**config.mk**
```make
export PLATFORM = sky130hd
export DESIGN_NAME = tour_cmd
export DESIGN_NICKNAME = d
export VERILOG_FILES = /design/src/rtl/tour_pkg.sv /design/src/rtl/tour_cmd.sv
export SDC_FILE = /design/constraint.sdc
export NUM_CORES = 1
export LEC_CHECK = 0
export BUFFER_PORTS_ARGS = -buffer_cell sky130_fd_sc_hd__buf_2
export CAP_MARGIN = 20
export CORE_AREA = 2 2 49 51
export CTS_BUF_LIST = sky130_fd_sc_hd__clkbuf_8
export DETAILED_ROUTE_END_ITERATION = 8
export DIE_AREA = 0 0 51 53
export HOLD_SLACK_MARGIN = 0.08
export PLACE_DENSITY = 0.78
export SYNTH_ARGS = -nofsm -noshare
export SYNTH_HDL_FRONTEND = slang
export SYNTH_SLANG_ARGS = --single-unit
```
**constraint.sdc**
```tcl
create_clock -name clk -period 2.05 [get_ports clk]
set_input_delay 0.3075 -clock clk [delete_from_list [all_inputs] [get_ports clk]]
set_output_delay 0.3075 -clock clk [all_outputs]
set_load 0.01 [all_outputs]
```
**src/rtl/tour_pkg.sv**
```systemverilog
// Shared types, constants and the move decoder
// for the knight's-tour command replayer.
package tour_pkg;

  localparam int NUM_MOVES = 24;
  localparam logic [4:0] LAST_IDX = 5'(NUM_MOVES - 1);

  typedef enum logic [2:0] {
    IDLE,
    VERT,
    WAIT_V,
    HORZ,
    WAIT_H
  } state_t;

  localparam logic [3:0] OP_MOVE     = 4'b0010;
  localparam logic [3:0] OP_MOVE_FAN = 4'b0011;

  localparam logic [7:0] NORTH = 8'h00;
  localparam logic [7:0] WEST  = 8'h3F;
  localparam logic [7:0] SOUTH = 8'h7F;
  localparam logic [7:0] EAST  = 8'hBF;

  localparam logic [7:0] RESP_DONE = 8'hA5;
  localparam logic [7:0] RESP_ACK  = 8'h5A;

  typedef struct packed {
    logic [15:0] vert;
    logic [15:0] horz;
  } tour_cmds_t;

  // Lowest set bit wins; an empty move degenerates to zero-square moves.
  function automatic tour_cmds_t move_decode(
    input logic [7:0] mv
  );
    tour_cmds_t c;
    logic [7:0] vh;
    logic [7:0] hh;
    logic [3:0] vs;
    logic [3:0] hs;
    vh = NORTH;
    hh = EAST;
    vs = 4'd0;
    hs = 4'd0;
    casez (mv)
      8'b???????1: begin
        vh = NORTH; vs = 4'd2;
        hh = WEST;  hs = 4'd1;
      end
      8'b??????10: begin
        vh = NORTH; vs = 4'd2;
        hh = EAST;  hs = 4'd1;
      end
      8'b?????100: begin
        vh = NORTH; vs = 4'd1;
        hh = WEST;  hs = 4'd2;
      end
      8'b????1000: begin
        vh = SOUTH; vs = 4'd1;
        hh = WEST;  hs = 4'd2;
      end
      8'b???10000: begin
        vh = SOUTH; vs = 4'd2;
        hh = WEST;  hs = 4'd1;
      end
      8'b??100000: begin
        vh = SOUTH; vs = 4'd2;
        hh = EAST;  hs = 4'd1;
      end
      8'b?1000000: begin
        vh = SOUTH; vs = 4'd1;
        hh = EAST;  hs = 4'd2;
      end
      8'b10000000: begin
        vh = NORTH; vs = 4'd1;
        hh = EAST;  hs = 4'd2;
      end
      default: begin
        vh = NORTH; vs = 4'd0;
        hh = EAST;  hs = 4'd0;
      end
    endcase
    c.vert = {OP_MOVE, vh, vs};
    c.horz = {OP_MOVE_FAN, hh, hs};
    return c;
  endfunction

endpackage

```
**src/rtl/tour_cmd.sv**
```systemverilog
// Replays a solved knight's tour as vertical/horizontal
// robot commands, muxed with the UART command path.
module tour_cmd
  import tour_pkg::*;
(
  input  logic        clk,
  input  logic        rst_n,
  input  logic        start_tour,
  input  logic [7:0]  move,
  output logic [4:0]  mv_indx,
  input  logic [15:0] cmd_UART,
  input  logic        cmd_rdy_UART,
  input  logic        clr_cmd_rdy,
  output logic        clr_cmd_rdy_UART,
  input  logic        send_resp,
  output logic [15:0] cmd,
  output logic        cmd_rdy,
  output logic [7:0]  resp
);

  state_t     r_state;
  logic [4:0] r_mv_indx;
  tour_cmds_t w_cmds;
  logic       w_last;

  assign w_cmds  = move_decode(move);
  assign w_last  = (r_mv_indx == LAST_IDX);
  assign mv_indx = r_mv_indx;

  always_ff @(posedge clk or negedge rst_n) begin
    if (!rst_n) begin
      r_state   <= IDLE;
      r_mv_indx <= 5'd0;
    end else begin
      unique case (r_state)
        IDLE: begin
          if (start_tour) begin
            r_state   <= VERT;
            r_mv_indx <= 5'd0;
          end
        end
        VERT: begin
          if (clr_cmd_rdy)
            r_state <= WAIT_V;
        end
        WAIT_V: begin
          if (send_resp)
            r_state <= HORZ;
        end
        HORZ: begin
          if (clr_cmd_rdy)
            r_state <= WAIT_H;
        end
        WAIT_H: begin
          if (send_resp) begin
            if (w_last) begin
              r_state   <= IDLE;
              r_mv_indx <= 5'd0;
            end else begin
              r_state   <= VERT;
              r_mv_indx <= r_mv_indx + 5'd1;
            end
          end
        end
        default: begin
          r_state   <= IDLE;
          r_mv_indx <= 5'd0;
        end
      endcase
    end
  end

  // IDLE is a transparent path: the UART ack must land in the same cycle.
  always_comb begin
    cmd              = cmd_UART;
    cmd_rdy          = cmd_rdy_UART;
    clr_cmd_rdy_UART = clr_cmd_rdy;
    unique case (r_state)
      IDLE: begin
        cmd              = cmd_UART;
        cmd_rdy          = cmd_rdy_UART;
        clr_cmd_rdy_UART = clr_cmd_rdy;
      end
      VERT: begin
        cmd              = w_cmds.vert;
        cmd_rdy          = 1'b1;
        clr_cmd_rdy_UART = 1'b0;
      end
      WAIT_V: begin
        cmd              = w_cmds.vert;
        cmd_rdy          = 1'b0;
        clr_cmd_rdy_UART = 1'b0;
      end
      HORZ: begin
        cmd              = w_cmds.horz;
        cmd_rdy          = 1'b1;
        clr_cmd_rdy_UART = 1'b0;
      end
      WAIT_H: begin
        cmd              = w_cmds.horz;
        cmd_rdy          = 1'b0;
        clr_cmd_rdy_UART = 1'b0;
      end
      default: begin
        cmd              = cmd_UART;
        cmd_rdy          = cmd_rdy_UART;
        clr_cmd_rdy_UART = clr_cmd_rdy;
      end
    endcase
  end

  assign resp = (r_state == WAIT_H && w_last)
              ? RESP_DONE : RESP_ACK;

endmodule
```
* Yosys cells after proc, flatten, opt, wreduce, memory -nomap -nowiden
Index checks and enable logic that the tools add are counted.
** Storage, ports and cells
- Flip-flop bits (word level) :: 8
- Input port bits :: 30
- Output and inout port bits :: 31
- Word-level logic and storage cells :: 54
** Cells by class
- Add/subtract/negate cells :: 1
- Equal/unequal tests :: 17
- Multiplexer cells :: 19
- Bitwise logic cells :: 1
- Reduce and logical (&&, ||, !) cells :: 14
** Operators by type and width (number)
- $pmux 16 s2 :: 1
- $reduce_or 4->1 :: 5
- $mux 8 :: 2
- $mux 3 :: 5
- $mux 5 :: 3
- $pmux 3 s5 :: 1
- $pmux 5 s3 :: 1
- $eq 5x5->1 const B :: 2
- $ne 2x2->1 const B :: 5
- $eq 8x8->1 const B :: 1
- $pmux 2 s2 :: 2
- $reduce_or 2->1 :: 4
- $eq 7x7->1 const B :: 1
- $mux 7 :: 1
- $eq 3x2->1 const B :: 2
- $eq 3x3->1 const B :: 2
- $eq 6x6->1 const B :: 1
- $add 5x1->5 const B :: 1
- $reduce_and 5->1 :: 1
- $eq 4x4->1 const B :: 1
- $eq 3x1->1 const B :: 1
- $logic_not 3->1 :: 1
- $reduce_and 3->1 :: 1
- $reduce_or 3->1 :: 1
- other kinds (5) :: 6

* Longest topological paths before layout
Gate-level depths: netlist of the first run.
- Depth in word-level cells :: 4
- Gate-level depth with buffers :: 5
- Depth with buffers taken out :: 4

* Worst setup path after synthesis of the first run
No wires, ideal clock.
- Kind :: flip-flop to output port
- Start point :: reg r_state[1]
- End point :: out resp[2]
- Arrival :: 1427 ps
- Required time :: 1742 ps
- Path slack :: 316 ps
- Stages on the path, launching flop included :: 5
- Path buffers :: 1
- Cell sequence :: dfrtp_1 -> or3b_4 -> or2_1 -> inv_2 -> buf_4
** Between the ends
- Longest elaborated chain between the ends :: 3
** Ends and longest elaborated chain
- start, declared :: line tour_cmd.sv:21 : state_t r_state;
- start signal, assigned :: line tour_cmd.sv:32 : r_state <= IDLE;
- start signal, assigned :: line tour_cmd.sv:38 : r_state <= VERT;
- start signal, assigned :: line tour_cmd.sv:44 : r_state <= WAIT_V;
- $eq 3x3->1 :: line tour_cmd.sv:112 : assign resp = (r_state == WAIT_H && w_last)
- $logic_and 1x1->1 :: line tour_cmd.sv:112
- $mux 8 :: line tour_cmd.sv:113 : ? RESP_DONE : RESP_ACK;
- end, declared :: line tour_cmd.sv:18 : output logic [7:0] resp
No other way between the ends.

* Worst setup path after layout of the first run
- Start point :: reg r_state[0]
- End point :: out resp[2]
Same word-level chain as after synthesis.

==> impl_results.md, run 1 <==
* Status: completed
* Starting density of the core at 39.66%
* Fin area at 1226 sq um
* Final min period at 1.928 ns
* Final worst slack at 0.1218 ns
* Ys Warns at 0
* CP cell instances: or3b_4, or2_4, inv_2, buf_2
* Yosys cell types at 45
* Final #Nets at 200
* CTS clock-pin slew for the worst setup and hold paths at 0.04 ns
* Clk_lat worst skew at 0.22 ns
* Synth Area in XOR/XNOR at 3.965%
* Slew Limit Fails at 0
* Area of the multi-input gates at 569.3 sq um
* Dpl cell area at 1147 sq um
* Mapped Area at 852.1 sq um
* CTS buffer count at 3
* Worst EP arrival at 1.62 ns
* H-tree depth at 1
* Synth Area in Adders at 1.468%
* CP endpoint kind: primary output
* Final period utilization at 94.06%
* Port-buffer cells at 60
* Die area at 2703 sq um
* Unrepaired setup endpoints after global routing: no
* Area Overhead vs Synth at 43.91%
* Worst EP required at 1.74 ns
* Avg WL per Cell at 12.01 um
* Met3 wire len at 293 um
* Total gr overflow at 0
* Area leader, netlist: dfrtp_1
* Layout Skew at 0.004954 ns
* Clk buf depth at 2
* Hold Path Class: in2reg
* RD Place Congestion at 0.8378
* Dpl ws at 0.2370 ns
* Most used DFF post-synth: dfrtp_1
* Max FO, Critical Path at 15
* Core Rows at 17
* Die X at 51 um
* Largest net degree at the start of global routing at 16
* Slowest CP cell: dfrtp_2
* Setup-failing EPs final at 0
* Crit path buf inv count at 2
* Measured slew at the worst slew-check pin at 0.4769 ns
* Post-synthesis simple-gate area fraction at 25.70%
* Boundary Pins at 61
* HPWL after DPL at 1860 um
* Core area at 2148 sq um
* Max VDD drop at 0.7751 mV
* Vias at 1,015
* Commonest non-fill, non-tap cell in the layout: buf_2
* Root Buffer: clkbuf_8
* Max layer used: met4
* GRT Util Overall at 17.45%
* Worst rel slew slack at 67.98%
* Clock Sinks at 8
* Hold_ws at 0.4276 ns
* Cells after synthesis at 106
* Post-synthesis mux area share at 3.671%
* CTS tree: yes
* Vert. Die Dim at 53 um
* Fmax at 518.6 MHz
* Initial antenna violation count at 0
* FF+latch area at 202.7 sq um
* TNS Setup at 0 ns
* Seq/Total Area, Yosys at 23.49%
* Met2 wire length at 1087 um
* First-pass GRT wire length at 3705 um
* Vias in the first global route at 915
* Hold Fails Final Rpt at 0
* Static Leak at 0.6206 nW
* Share of cells above drive strength 1 at 49.70%
* DRC errors left at 0
* Max-cap violations at 0
* N_diodes at 0
* Cell family with the largest share of critical-path delay: simple AND/OR/NAND/NOR gates
* M1 WL at 945 um
* Pwr/cell area at 1322 nW/um^2
* Yosys top cell area share at 23.49%
* Number of routed nets with antenna violations at 0
* Post-Syn Area per Cell at 8.038 sq um
* Synth Area in Compound Gates at 31.72%
* Synth Register Bits at 8
* EDFF count, synth at 0
* Largest family of logic cells by synthesized area: compound AO/OA/AOI/OAI gates
* Area contributors post-synth: dfrtp_1 23%, buf_4 6.2%, o21a_1 5.3%, a21oi_1 4.7%, o21ai_1 4.1%
* Crit path kind: reg2out
* Fill count at 194
* Syn_nets at 137
* Vias per std cell at 5.205
* Post-synth ARST share at 100.0%
* Most frequent cells in the layout: 60 x buf_2, 8 x a21oi_1, 8 x buf_4
* Detailed Route Iter0 Violations at 23
* Drt pass-1 iters at 4
* Startpoint types: register
* Max stage delay on crit path at 0.50 ns
* Detailed Route WL at 2342 um
-- Yosys cell counts (all sizes together), types with 2 or more instances --
| master | number |
|---|---|
| a21oi | 10 |
| a32oi | 2 |
| and2 | 5 |
| buf | 10 |
| dfrtp | 8 |
| inv | 2 |
| mux2i | 2 |
| nand2 | 6 |
| nand2b | 5 |
| nand3 | 5 |
| nor2 | 8 |
| o21a | 6 |
| o21ai | 11 |
| o31ai | 2 |
| xor2 | 2 |
-- metal layers --
metal,vias to the layer above,GRT usage [%]
met1,449,19.27
met5,-,0
met3,2,4.520
met4,0,6.757
met2,58,31.82
li1,506,-
-- worst register-to-register path: stages, from the launching register on --
cell	delay, ns
dfrtp_2	0.46
buf_4	0.18
nor3b_2	0.20
buf_4	0.17
nand3_1	0.10
o31ai_1	0.26
-- cell type report --
class / count / area share [%]
inverter: 2 / 0.6122
clock buffer: 3 / 3.367
multi-input combinational: 85 / 46.43
timing repair buffer: 69 / 30.20
sequential: 8 / 16.53
tap: 28 / 2.857
-- stage by stage --
| step | utilization (%) | total power, mW | std cells |
|---|---|---|---|
| 2_1_floorplan | - | 1.026 | 106 |
| 6_report | 57.08 | 1.621 | 195 |
| 5_1_grt | 57.08 | 1.766 | 195 |
| 3_3_place_gp | 53.41 | 1.359 | 188 |
| 4_1_cts | 55.85 | 1.582 | 192 |
| 3_5_place_dp | 53.41 | 1.394 | 188 |
-- what timing repair did --
item	CTS	global route
hold buffers	1	0
pin swaps	0	0
endpoints found under the setup margin	4	15
gates resized for setup	1	2
setup buffers	0	3
hold endpoints to repair	8	0
cloned	0	0
-- registers in the layout (all words and copies together) (netlist names) --
signal / cells
mv_indx: 5
r_state: 3
-- final timing paths --
kind                                   startpoint                endpoint  slack [ns]  cells after the start
setup / recovery           r_state[0]$_DFFE_PN0P_                 resp[2]        0.12                      4
hold / removal                        clr_cmd_rdy  r_state[2]$_DFFE_PN0P_        0.43                      3
setup reg to reg           r_state[1]$_DFFE_PN0P_  mv_indx[4]$_DFFE_PN0P_        0.58                      5
hold reg to reg            mv_indx[4]$_DFFE_PN0P_  mv_indx[4]$_DFFE_PN0P_        0.53                      1
max in group asynchronous                   rst_n  r_state[0]$_DFFE_PN0P_        1.41                      2
min in group asynchronous                   rst_n  mv_indx[3]$_DFFE_PN0P_        0.45                      2
-- cell families (layout without fill, tap and decap cells) --
| family | after synthesis | count (layout) |
|---|---|---|
| AOI/OAI and AO/OA | 40 | 40 |
| and+or+nand+nor | 38 | 38 |
| buffers and inverters | 13 | 74 |
| DFF | 8 | 8 |
| xor gates and xnor gates | 3 | 3 |
| muxes | 3 | 3 |
| adders and majority gates | 1 | 1 |
-- where the power goes --
| part | switching (mW) | internal, mW | total (mW) |
|---|---|---|---|
| Sequential | 0.0847 | 0.199 | 0.284 |
| Clock | 0.0546 | 0.127 | 0.181 |
| Combinational | 0.610 | 0.546 | 1.16 |
| Total | 0.750 | 0.871 | 1.62 |
Note: power is estimated with default switching activity, not from simulation.
==> run 2: changes to the inputs <==
==> constraint.sdc (replaced) <==
create_clock -name clk -period 2.05 [get_ports clk]
set_input_delay 0.205 -clock clk [delete_from_list [all_inputs] [get_ports clk]]
set_output_delay 0.205 -clock clk [all_outputs]
set_load 0.01 [all_outputs]
==> run 2 against run 1 <==
Effect of this change: worst hold slack got worse by 0.11 ns; combinational power barely moved; wire length grew 5.0%; register-to-register slack lost 0.04 ns; power hardly changed; core utilization down 0.52 points; critical path type unchanged; critical path depth stayed put; clock skew decreased by 0.0021 ns; sequential power grew 5%; global-route usage increased by 0.77 points.
==> impl_results.md, run 2 (synthesized netlist as in run 1, its figures left out) <==
* Status: completed
* Pwr/cell area at 1335 nW/um^2 (+0.98%)
* Fmax at 514.2 MHz (-0.85%)
* Clock Sinks at 8 (unchanged)
* R2R setup slack at 0.54 ns (-0.04 ns)
* Max-cap violations at 0 (unchanged)
* H-tree depth at 1 (unchanged)
* N_diodes at 0 (unchanged)
* CTS tree: yes
* Max FO, Critical Path at 15 (unchanged)
* Hold Fails Final Rpt at 0 (unchanged)
* R2R Path End: mv_indx[3]$_DFFE_PN0P_
* CTS clock-pin slew for the worst setup and hold paths at 0.04 ns (about the same)
* Fin area at 1215 sq um (-0.92%)
* Core Rows at 17 (unchanged)
* Vias per std cell at 5.320 (+2.2%)
* CTS buffer count at 3 (unchanged)
* Detailed Route WL at 2458 um (+5.0%)
* M1 WL at 991 um (+4.9%)
* Max layer used: met4
* Number of routed nets with antenna violations at 0 (unchanged)
* Met3 wire len at 286 um (-2.4%)
* Max reg flops at 5 (unchanged)
* Area of the multi-input gates at 566.8 sq um (-0.44%)
* Avg WL per Cell at 12.67 um (+5.5%)
* Post-layout util at 56.55% (-0.52 points)
* Reg2reg path depth at 5 (unchanged)
* Final std cells w/o fill at 194 (-0.51%)
* TNS Setup at 0 ns (unchanged)
* Drt pass-1 iters at 4 (unchanged)
* Root Buffer: clkbuf_8
* Final worst slack at 0.1052 ns (-0.01659 ns)
* Worst EP required at 1.85 ns (+0.11 ns)
* Commonest non-fill, non-tap cell in the layout: buf_2
* Most frequent cells in the layout: 60 x buf_2, 8 x a21oi_1
* Largest net degree at the start of global routing at 16 (unchanged)
* Die area at 2703 sq um (unchanged)
* DRC errors left at 0 (unchanged)
* HP Start: clr_cmd_rdy
* Hold_ws at 0.3164 ns (-0.1111 ns)
* GRT Util Overall at 18.23% (+0.77 points)
* RD Place Congestion at 0.8327 (-0.61%)
* Share of cells above drive strength 1 at 48.19% (-1.5 points)
* Worst R2R Start: r_state[0]$_DFFE_PN0P_
* Crit path kind: reg2out
* Detailed Route Iter0 Violations at 23 (unchanged)
* CP endpoint kind: primary output
* Core area at 2148 sq um (unchanged)
* Dpl ws at 0.2859 ns (+0.04896 ns)
* Max VDD drop at 0.7435 mV (-4.1%)
* Met2 wire length at 1165 um (+7.2%)
* Worst rel slew slack at 67.65% (-0.33 points)
* Fill count at 211 (+8.8%)
* Clk_lat worst skew at 0.23 ns (about the same)
* Hold Path Depth at 3 (unchanged)
* Unrepaired setup endpoints after global routing: no
* Measured slew at the worst slew-check pin at 0.4818 ns (+0.004905 ns)
* Setup-failing EPs final at 0 (unchanged)
* Clk buf depth at 2 (unchanged)
* HPWL after DPL at 1887 um (+1.4%)
* Initial antenna violation count at 0 (unchanged)
* Starting density of the core at 39.66% (unchanged)
* Slew Limit Fails at 0 (unchanged)
* Worst Hold Path EP: r_state[2]$_DFFE_PN0P_
* Final period utilization at 94.87% (+0.81 points)
* Startpoint types: register
* Boundary Pins at 61 (unchanged)
* First-pass GRT wire length at 3753 um (+1.3%)
* Port-buffer cells at 60 (unchanged)
* Layout Skew at 0.002818 ns (-0.002136 ns)
* FF+latch area at 201.4 sq um (-0.62%)
* Total gr overflow at 0 (unchanged)
* Worst EP arrival at 1.74 ns (+0.12 ns)
* Area Overhead vs Synth at 42.59%
* Total power at 1.622 mW (about the same)
* Static Leak at 0.6152 nW (-0.88%)
* Post-placement cell count at 187 (-0.53%)
* Final #Nets at 199 (-0.50%)
* Vias at 1,032 (+1.7%)
* Vert. Die Dim at 53 um (unchanged)
* Dpl cell area at 1140 sq um (-0.65%)
* Vias in the first global route at 926 (+1.2%)
* Die X at 51 um (unchanged)
* Hold Path Class: in2reg
* Final min period at 1.945 ns (+0.01659 ns)
run 2: worst max-delay path by stage:
stage	start	endpoint	slack, ns
6_report	r_state[0]$_DFFE_PN0P_	resp[7]	0.11
5_1_grt	r_state[0]$_DFFE_PN0P_	cmd[4]	0.005
4_1_cts	r_state[1]$_DFFE_PN0P_	cmd[1]	0.03
3_5_place_dp	r_state[1]$_DFFE_PN0P_	cmd[1]	0.29
3_3_place_gp	r_state[1]$_DFFE_PN0P_	cmd[1]	0.34
2_1_floorplan	r_state[1]$_DFFE_PN0P_	resp[2]	0.42
run 2: worst max-delay path, cell delays in order, from the launching register on:
cell	delay, ns
dfrtp_1	0.54
or3b_4	0.48
or2_1	0.29
inv_2	0.08
buf_2	0.12
run 2: cell type report:
class,instances,area share (%)
clock buffers,3,3.399
inverters,2,0.6179
multi-input cells,85,46.65
flip-flops and latches,8,16.58
well taps,28,2.884
repair buffers,68,29.87
run 2: timing repair:
item,CTS,global route
hold buffers,1,0
hold endpoints to repair,8,0
gates resized for setup,0,1
buffers inserted,0,3
setup endpoints to repair,0,18
run 2: per-layer routing:
layer | global-route usage, % | vias to the layer above
met4 | 9.009 | 0
met2 | 32.68 | 59
met3 | 3.672 | 2
li1 | - | 506
met5 | 0 | -
met1 | 20.45 | 465
run 2: where the power goes:
part / internal (mW) / switching, mW
combinational: 0.536 / 0.601
sequential: 0.196 / 0.100
clock: 0.127 / 0.0613
==> run 3: changes to the inputs <==
--- a/config.mk
+++ b/config.mk
@@ -7,12 +7,12 @@
 export LEC_CHECK = 0
 export BUFFER_PORTS_ARGS = -buffer_cell sky130_fd_sc_hd__buf_2
 export CAP_MARGIN = 20
-export CORE_AREA = 2 2 49 51
+export CORE_AREA = 2 2 55 57
 export CTS_BUF_LIST = sky130_fd_sc_hd__clkbuf_8
 export DETAILED_ROUTE_END_ITERATION = 8
-export DIE_AREA = 0 0 51 53
+export DIE_AREA = 0 0 57 59
 export HOLD_SLACK_MARGIN = 0.08
-export PLACE_DENSITY = 0.78
+export SLEW_MARGIN = 5
 export SYNTH_ARGS = -nofsm -noshare
 export SYNTH_HDL_FRONTEND = slang
 export SYNTH_SLANG_ARGS = --single-unit
==> run 3 against run 2 <==
Effect of this change: worst hold slack improved by 0.0037 ns; via count fell by 2.1%; combinational power fell by 4%; highest routed layer unchanged.
==> impl_results.md, run 3 (synthesized netlist as in run 1, its figures left out) <==
* Detailed Route Iter0 Violations at 43 (+87%)
* Fmax at 527.5 MHz (+2.6%)
* Status: completed
* DRC errors left at 0 (unchanged)
* N_diodes at 0 (unchanged)
* Most frequent cells in the layout: 60 x buf_2, 8 x a21oi_1, 7 x nor2_1, 7 x o21ai_1
* Boundary Pins at 61 (unchanged)
* TNS Setup at 0 ns (unchanged)
* CP cell instances: or3b_4, or2_1, inv_2, buf_2
* First-pass GRT wire length at 3753 um (unchanged)
* Worst EP arrival at 1.69 ns (-0.05 ns)
* Post-layout util at 44.18% (-12 points)
* Share of cells above drive strength 1 at 47.85% (-0.34 points)
* Hold Fails Final Rpt at 0 (unchanged)
* Max-cap violations at 0 (unchanged)
* Drt pass-1 iters at 4 (unchanged)
* Unrepaired setup endpoints after global routing: no
* Slowest CP cell: dfrtp_1
* Number of routed nets with antenna violations at 0 (unchanged)
* CTS tree: yes
* Total power at 1.581 mW (-2.5%)
* Avg WL per Cell at 12.51 um (-1.3%)
* Area Overhead vs Synth at 40.53%
* Port-buffer cells at 60 (unchanged)
* Hold_ws at 0.3201 ns (+0.003652 ns)
* Die area at 3363 sq um (+24%)
* Clock Sinks at 8 (unchanged)
* Max stage delay on crit path at 0.51 ns (-0.03 ns)
* CTS clock-pin slew for the worst setup and hold paths at 0.04 ns (about the same)
* Clk buf depth at 2 (unchanged)
* CP endpoint kind: primary output
* Startpoint types: register
* Commonest non-fill, non-tap cell in the layout: buf_2
* Max FO, Critical Path at 12 (-3)
* Final min period at 1.896 ns (-0.04903 ns)
* Worst EP required at 1.85 ns (about the same)
* Die X at 57 um (+12%)
* Fill count at 280 (+33%)
* GRT Util Overall at 14.00% (-4.2 points)
* Static Leak at 0.5984 nW (-2.7%)
* Post-placement cell count at 189 (+1.1%)
* Vias at 1,010 (-2.1%)
* RD Place Congestion at 0.7466 (-10%)
* Detailed Route WL at 2426 um (-1.3%)
* Total gr overflow at 0 (unchanged)
* Hold Path Class: in2reg
* Measured slew at the worst slew-check pin at 0.5687 ns (+0.08688 ns)
* Core area at 2710 sq um (+26%)
* Largest net degree at the start of global routing at 15 (-1)
* Final period utilization at 92.48% (-2.4 points)
* Area of the multi-input gates at 566.8 sq um (unchanged)
* Pwr/cell area at 1320 nW/um^2 (-1.1%)
* Final #Nets at 196 (-1.5%)
* Slew Limit Fails at 0 (unchanged)
* Clk_lat worst skew at 0.22 ns (about the same)
* Worst rel slew slack at 61.76% (-5.9 points)
* Root Buffer: clkbuf_8
* HPWL after DPL at 1986 um (+5.3%)
* FF+latch area at 202.7 sq um (+0.62%)
* Crit path buf inv count at 2 (unchanged)
* H-tree depth at 1 (unchanged)
* Vias in the first global route at 865 (-6.6%)
* Starting density of the core at 31.44% (-8.2 points)
* Setup-failing EPs final at 0 (unchanged)
* Initial antenna violation count at 0 (unchanged)
* Crit path kind: reg2out
* Max reg flops at 5 (unchanged)
* Vert. Die Dim at 59 um (+11%)
* Vias per std cell at 5.206 (-2.1%)
* Final std cells w/o fill at 194 (unchanged)
* Cell family with the largest share of critical-path delay: simple AND/OR/NAND/NOR gates
* CTS buffer count at 3 (unchanged)
* Max VDD drop at 0.7955 mV (+7.0%)
* Layout Skew at 0.0007182 ns (-0.002100 ns)
* Core Rows at 19 (+2)
[run 3: changes by cell type in the layout (fill, tap and decap cells not counted), sizes merged]
cell  delta
buf      -3
[run 3: final timing paths]
kind,start,end,slack [ns],depth (start not counted)
worst min-delay path,send_resp,r_state[2]$_DFFE_PN0P_,0.32,2
max in group asynchronous,rst_n,r_state[1]$_DFFE_PN0P_,1.52,2
worst min register to register,mv_indx[4]$_DFFE_PN0P_,mv_indx[4]$_DFFE_PN0P_,0.51,1
worst max-delay path,r_state[0]$_DFFE_PN0P_,resp[5],0.15,4
min in group asynchronous,rst_n,mv_indx[3]$_DFFE_PN0P_,0.35,2
worst max register to register,r_state[0]$_DFFE_PN0P_,mv_indx[4]$_DFFE_PN0P_,0.50,5
[run 3: routing by layer]
| metal | vias up | routed length [um] | GRT usage, % |
|---|---|---|---|
| li1 | 498 | - | - |
| met1 | 448 | 978 | 16.08 |
| met2 | 62 | 1167 | 25.62 |
| met3 | 2 | 275 | 2.402 |
| met4 | 0 | 5 | 5.980 |
| met5 | - | 0 | 0 |
[run 3: cell type report]
cell class              instances  share of cell area [%]
repair buffers                 65                   28.42
multi-input cells              85                   47.34
inverters                       2                  0.6270
clock buffers                   3                   3.448
flip-flops and latches          8                   16.93
well taps                      31                   3.239
[run 3: stage by stage]
| stage | area (sq um) | worst slack, ns |
|---|---|---|
| 4_1_cts | 1187 | 0.02917 |
| 6_report | 1197 | 0.1542 |
| 3_3_place_gp | 1136 | 0.3364 |
| 5_1_grt | 1197 | 0.04713 |
| 2_1_floorplan | 852.1 | 0.4181 |
| 3_5_place_dp | 1136 | 0.2773 |
[run 3: repair_timing]
item | in CTS | in global routing
setup endpoints to repair | 0 | 17
resized for setup | 0 | 2
endpoints found under the hold margin | 8 | 0
hold buffers | 1 | 0
buffers inserted | 0 | 1
[run 3: power by group]
group / internal [mW] / leakage [nW] / switching (mW)
clock network: 0.127 / 0.0216 / 0.0566
registers: 0.198 / 0.104 / 0.110
logic: 0.514 / 0.473 / 0.576
